**src/rtl/nibble_serial_alu_ctrl.sv**
```systemverilog
// nibble_serial_alu_ctrl
// 16-bit add/subtract computed through a single 4-bit slice, one nibble per
// cycle, least-significant nibble first. A three-state controller (IDLE, RUN,
// DONE) sequences the slice and emits a one-cycle done pulse when result and
// flags are valid.
//
// Optional build macro:
//   SAT_EN - when defined, a signed overflow on the final nibble saturates
//            the result to 16'h7FFF or 16'h8000 (sign taken from operand A).
//            When undefined the result wraps and no saturation logic exists.

module nibble_serial_alu_ctrl (
  input  logic        clk,
  input  logic        rst_n,
  input  logic        start,
  input  logic        op,
  input  logic [15:0] a,
  input  logic [15:0] b,
  output logic        busy,
  output logic        done,
  output logic [15:0] result,
  output logic        carry_out,
  output logic        overflow,
  output logic        zero
);

  // Controller states
  localparam logic [1:0] ST_IDLE = 2'd0;
  localparam logic [1:0] ST_RUN  = 2'd1;
  localparam logic [1:0] ST_DONE = 2'd2;

  // Sequencing state
  logic [1:0]  state_q, state_d;
  logic [1:0]  cnt_q, cnt_d;

  // Operands captured at the accepting edge; the operation only ever looks
  // at these copies, so the live inputs may change freely while busy.
  logic [15:0] a_lat_q, a_lat_d;
  logic [15:0] b_lat_q, b_lat_d;
  logic        op_q, op_d;

  // Carry rippling between successive nibbles
  logic        chain_c_q, chain_c_d;

  // Architectural outputs
  logic [15:0] result_q, result_d;
  logic        carry_q, carry_d;
  logic        ovf_q, ovf_d;
  logic        zero_q, zero_d;

  // Slice datapath
  logic [3:0]  nib_base;
  logic [3:0]  a_nib;
  logic [3:0]  b_raw;
  logic [3:0]  b_nib;
  logic [3:0]  low_sum;
  logic        c_into_msb;
  logic [1:0]  msb_sum;
  logic [3:0]  slice_sum;
  logic        slice_cout;
  logic        slice_ovf;
  logic [15:0] final_wrap;
  logic [15:0] final_res;

  // Bit offset of the nibble currently being processed
  assign nib_base = {cnt_q, 2'b00};

  // Operand nibble selection; subtraction is a + ~b + 1, where the +1 comes
  // from the chain carry preloaded with op at the accepting edge.
  always_comb begin
    a_nib = a_lat_q[nib_base +: 4];
    b_raw = b_lat_q[nib_base +: 4];
    b_nib = op_q ? ~b_raw : b_raw;
  end

  // The slice is split at bit 3 so the carry into its top bit is visible;
  // on the last nibble that is the carry into bit 15 needed for overflow.
  always_comb begin
    low_sum    = {1'b0, a_nib[2:0]} + {1'b0, b_nib[2:0]} + {3'b000, chain_c_q};
    c_into_msb = low_sum[3];
    msb_sum    = {1'b0, a_nib[3]} + {1'b0, b_nib[3]} + {1'b0, c_into_msb};
    slice_sum  = {msb_sum[0], low_sum[2:0]};
    slice_cout = msb_sum[1];
    slice_ovf  = c_into_msb ^ slice_cout;
  end

  // Assemble the full 16-bit value on the final nibble and optionally clamp
  always_comb begin
    final_wrap = {slice_sum, result_q[11:0]};
`ifdef SAT_EN
    if (slice_ovf) begin
      final_res = a_lat_q[15] ? 16'h8000 : 16'h7FFF;
    end else begin
      final_res = final_wrap;
    end
`else
    final_res = final_wrap;
`endif
  end

  // Next-state logic for the controller, operand latches and outputs
  always_comb begin
    state_d   = state_q;
    cnt_d     = cnt_q;
    a_lat_d   = a_lat_q;
    b_lat_d   = b_lat_q;
    op_d      = op_q;
    chain_c_d = chain_c_q;
    result_d  = result_q;
    carry_d   = carry_q;
    ovf_d     = ovf_q;
    zero_d    = zero_q;

    case (state_q)
      ST_IDLE, ST_DONE: begin
        if (start) begin
          // Accept: capture operands, preload carry-in with op
          a_lat_d   = a;
          b_lat_d   = b;
          op_d      = op;
          cnt_d     = 2'd0;
          chain_c_d = op;
          state_d   = ST_RUN;
        end else begin
          // DONE lasts one cycle only
          state_d = ST_IDLE;
        end
      end

      ST_RUN: begin
        // Intermediate nibble write; start is ignored while running
        result_d[nib_base +: 4] = slice_sum;
        chain_c_d               = slice_cout;
        cnt_d                   = cnt_q + 2'd1;
        if (cnt_q == 2'd3) begin
          result_d = final_res;
          carry_d  = slice_cout;
          ovf_d    = slice_ovf;
          zero_d   = (final_res == 16'h0000);
          state_d  = ST_DONE;
        end
      end

      default: begin
        state_d = ST_IDLE;
        cnt_d   = 2'd0;
      end
    endcase
  end

  // State registers with asynchronous active-low reset
  always_ff @(posedge clk or negedge rst_n) begin
    if (!rst_n) begin
      state_q   <= ST_IDLE;
      cnt_q     <= 2'd0;
      a_lat_q   <= 16'h0000;
      b_lat_q   <= 16'h0000;
      op_q      <= 1'b0;
      chain_c_q <= 1'b0;
      result_q  <= 16'h0000;
      carry_q   <= 1'b0;
      ovf_q     <= 1'b0;
      zero_q    <= 1'b1;
    end else begin
      state_q   <= state_d;
      cnt_q     <= cnt_d;
      a_lat_q   <= a_lat_d;
      b_lat_q   <= b_lat_d;
      op_q      <= op_d;
      chain_c_q <= chain_c_d;
      result_q  <= result_d;
      carry_q   <= carry_d;
      ovf_q     <= ovf_d;
      zero_q    <= zero_d;
    end
  end

  assign busy      = (state_q == ST_RUN);
  assign done      = (state_q == ST_DONE);
  assign result    = result_q;
  assign carry_out = carry_q;
  assign overflow  = ovf_q;
  assign zero      = zero_q;

endmodule

```
**config.mk**
```make
export PLATFORM = sky130hd
export DESIGN_NAME = nibble_serial_alu_ctrl
export DESIGN_NICKNAME = d
export VERILOG_FILES = /design/src/rtl/nibble_serial_alu_ctrl.sv
export SDC_FILE = /design/constraint.sdc
export NUM_CORES = 1
export LEC_CHECK = 0
export CAP_MARGIN = 20
export CORE_UTILIZATION = 55
export CTS_CLUSTER_SIZE = 12
export DETAILED_ROUTE_END_ITERATION = 16
export PLACE_DENSITY_LB_ADDON = 0.15
export SETUP_SLACK_MARGIN = 0.4
export SYNTH_ARGS = -nofsm -noshare
export SYNTH_HDL_FRONTEND = slang
export SYNTH_SLANG_ARGS = --single-unit
```
**constraint.sdc**
```tcl
create_clock -name clk -period 9.8 [get_ports clk]
set_clock_uncertainty 0.05 [all_clocks]
set_input_delay 2.94 -clock clk [delete_from_list [all_inputs] [get_ports clk]]
set_output_delay 2.94 -clock clk [all_outputs]
set_load 0.01 [all_outputs]
```
==> results.py <==
metrics = {
    "outcome": {
        "status": "finished, final reports clean",
    },
    "cts": {
        "ctsResizeCount": 0,
        "cts_tree": "built",
        "clkSlewWorstSetupHoldPaths_ps": 60,
        "clk_path_buf_depth": 2,
        "root_buffer": "clkbuf_8",
        "clk_latency_ps": 330,
        "cts_num_sinks": 57,
        "cts_buffers": 9,
        "postCtsSetupBuffers": 0,
        "h-tree-depth": 3,
        "cts_hold_buf": 0,
    },
    "setup_path": {
        "end_kind": "output pin",
        "crit_type": "reg2out",
        "worstSetupStartpoint": "state_q[0]",
        "critPathRequiredTime_ps": 6810,
        "arrival_ps": 1760,
        "cp_max_fo": 11,
        "start_kind": "flip-flop",
        "rr_worst_depth": 9,
        "worstReg2RegStart": "cnt_q[0]",
        "reg2reg_slack_ps": 6080,
        "critPathMaxStageDelay_ps": 580,
        "worstPathCellList": "nand2b_1 > inv_1 > clkdlybuf4s50_1",
        "critPathSlowestCell": "dfrtp_1",
        "r2r-end": "zero",
    },
    "routing": {
        "first_pass_iters": 4,
        "via_per_inst": 5.46,
        "wirelength_mm": 5.19,
        "drc": 0,
        "drt_iter0_markers": 98,
        "wl_per_cell_um": 15.6,
        "num_vias": 1817,
        "drtAntennaViolNets": 0,
    },
    "global_routing": {
        "grt_pass1_wl_mm": 8.69,
        "grt_util_all_layers_pct": 23.3,
        "antenna_found_initial": 0,
        "grt_pass1_vias": 1726,
        "grt_max_degree": 58,
        "grt_overflow": 0,
    },
    "timing": {
        "rsz0062_at_grt": "no",
        "fin_crit_ps": 4750,
        "setup_tns_ps": 0,
        "maxSlewViolCount": 0,
        "worst_pin_slew_ps": 942,
        "fmax_mhz": 211,
        "slew_headroom_pct": 37.1,
        "setup_violations": 0,
        "fin_crit_sh_pct": 48.5,
        "hold_viol_final": 0,
    },
    "floorplanning": {
        "core_mm2": 0.00475,
        "core.rowCount": 25,
        "die-height_um": 72.7,
        "ios": 57,
        "die_area_mm2": 0.00529,
        "die_x_um": 72.7,
        "initial_utilization_pct": 57.9,
    },
    "logic_synthesis": {
        "synth_area_mm2": 0.00275,
        "synth.most_common_cell": "dfrtp_1",
        "syn_nets": 253,
        "avgSynthCellArea_um2": 13.4,
        "ys_seq_area_share_pct": 51.9,
        "synthSimpleGateAreaFrac_pct": 9.32,
        "synthArstFlopShare_pct": 100,
        "synth-xor-area-share_pct": 1.59,
        "synth_compound_area_share_pct": 5.82,
        "synth_edf_count": 0,
        "synth.top_cell.area_share_pct": 50.9,
        "synth.top_cells.by_area": "dfrtp_1 (51%), mux2_2 (14%), mux4_1 (6.7%)",
        "ys.flop_type": "dfrtp_1",
        "synth_top_family_by_area": "multiplexers",
        "synth_common_cells": "dfrtp_1 (56), mux2_2 (33), nand2_1 (20), o31ai_1 (12), inv_1 (11)",
        "synth-seq-cells": 57,
        "synth_cell_type_count": 37,
        "synth_adder_area_share_pct": 5.82,
        "synthCells": 206,
        "synth_warnings": 0,
        "muxShareOfSynthArea_pct": 21.7,
        "synth_area_leader_cell": "dfrtp_1",
    },
    "worst_hold_path": {
        "worstHoldEndpoint": "result[13]",
        "hp-start": "result[13]",
        "hold_class": "reg2reg",
        "hold_depth": 2,
    },
    "power_and_ir_drop": {
        "max-vdd-ir-drop_mv": 0.217,
        "powerDensity_mw_per_mm2": 384,
        "p_leak_nw": 1.48,
        "total_power_mw": 1.35,
    },
    "placed_design": {
        "gp_congestion": 0.769,
        "port_buffers": 56,
        "dp_hpwl_mm": 3.64,
    },
    "layout": {
        "drive_gt1_share_pct": 18.8,
        "area_growth_pct": 27.3,
        "nets": 310,
        "diodes": 0,
    },
    "run": {
        "max-cap-violations": 0,
    },
}
## metal layers
| layer | vias to the layer above | track usage [%] | routed length [um] |
|---|---|---|---|
| met1 | 907 | 29.5 | 2250 |
| li1 | 850 | - | - |
| met5 | - | 0 | 0 |
| met3 | 12 | 7.60 | 220 |
| met4 | 0 | 12.4 | 116 |
| met2 | 48 | 35.6 | 2610 |
## registers in the layout (all words and copies together) (netlist names)
| register | flops |
|---|---|
| state_q | 2 |
| overflow | 1 |
| chain_c_q | 1 |
| op_q | 1 |
| result | 16 |
| carry_out | 1 |
| a_lat_q | 16 |
| b_lat_q | 16 |
| cnt_q | 2 |
| zero | 1 |
## through the flow
step           setup WS [ps]  instance area (um2)  utilization [%]  cells  hold slack [ps]
3_3_place_gp            4950                 3340             70.3    319              416
5_1_grt                 4990                 3500             73.7    333              446
4_1_cts                 5040                 3500             73.7    333              435
2_1_floorplan           5910                 2750                -    206              422
3_5_place_dp            4950                 3340             70.3    319              422
6_report                5050                 3500             73.7    333              433
## how the worst max path moves through the flow
stage	cells past startpoint	to
floorplan	4	a_lat_q[13]
global placement	3	b_lat_q[2]
detailed placement	3	b_lat_q[14]
CTS	3	busy
global route	3	busy
finish	3	busy
## cell families (layout without fill, tap and decap cells)
| logic type | after synthesis | in the layout |
|---|---|---|
| xor gates and xnor gates | 5 | 5 |
| buffers and inverters | 22 | 82 |
| muxes | 43 | 43 |
| adders and majority gates | 11 | 11 |
| DFF | 57 | 57 |
| AOI/OAI and AO/OA | 23 | 23 |
| and+or+nand+nor | 45 | 45 |
## cell usage in the layout, fill, tap and decap left out, types with 2 or more instances in the layout
cell type	netlist	routed
o31ai_1	12	12
nand2b_1	4	4
clkbuf_8	0	11
nand3_1	3	3
inv_1	11	11
nor4b_1	2	2
o21ai_0	5	5
nand3b_1	3	3
mux2i_1	2	2
nand4_1	2	2
clkdlybuf4s50_1	0	55
fa_1	3	3
clkbuf_1	3	3
xor2_1	3	3
ha_1	8	8
nand2_1	20	20
nand4bb_1	3	3
mux2_2	33	33
xnor2_1	2	2
dfrtp_1	56	56
mux4_1	7	7
## report_power, final
part	total (mW)	switching (mW)	internal (mW)
clock network	0.187	0.0835	0.103
registers	0.430	0.0854	0.344
logic	0.729	0.362	0.367
total	1.35	0.531	0.814
## cell type report
| class | count | area [um2] |
|---|---|---|
| inverters | 11 | 41.3 |
| clock buffers | 14 | 163 |
| repair buffers | 57 | 563 |
| well taps | 67 | 83.8 |
| fillers | 339 | 1250 |
| multi-input cells | 127 | 1230 |
| flip-flops and latches | 57 | 1430 |
## critical path: cells and delay by family (launching register included)
family | cells | cell delay, ps
and+or+nand+nor | 1 | 230
buffers and inverters | 2 | 620
DFF | 1 | 580
(Power assumes the default switching activity.)
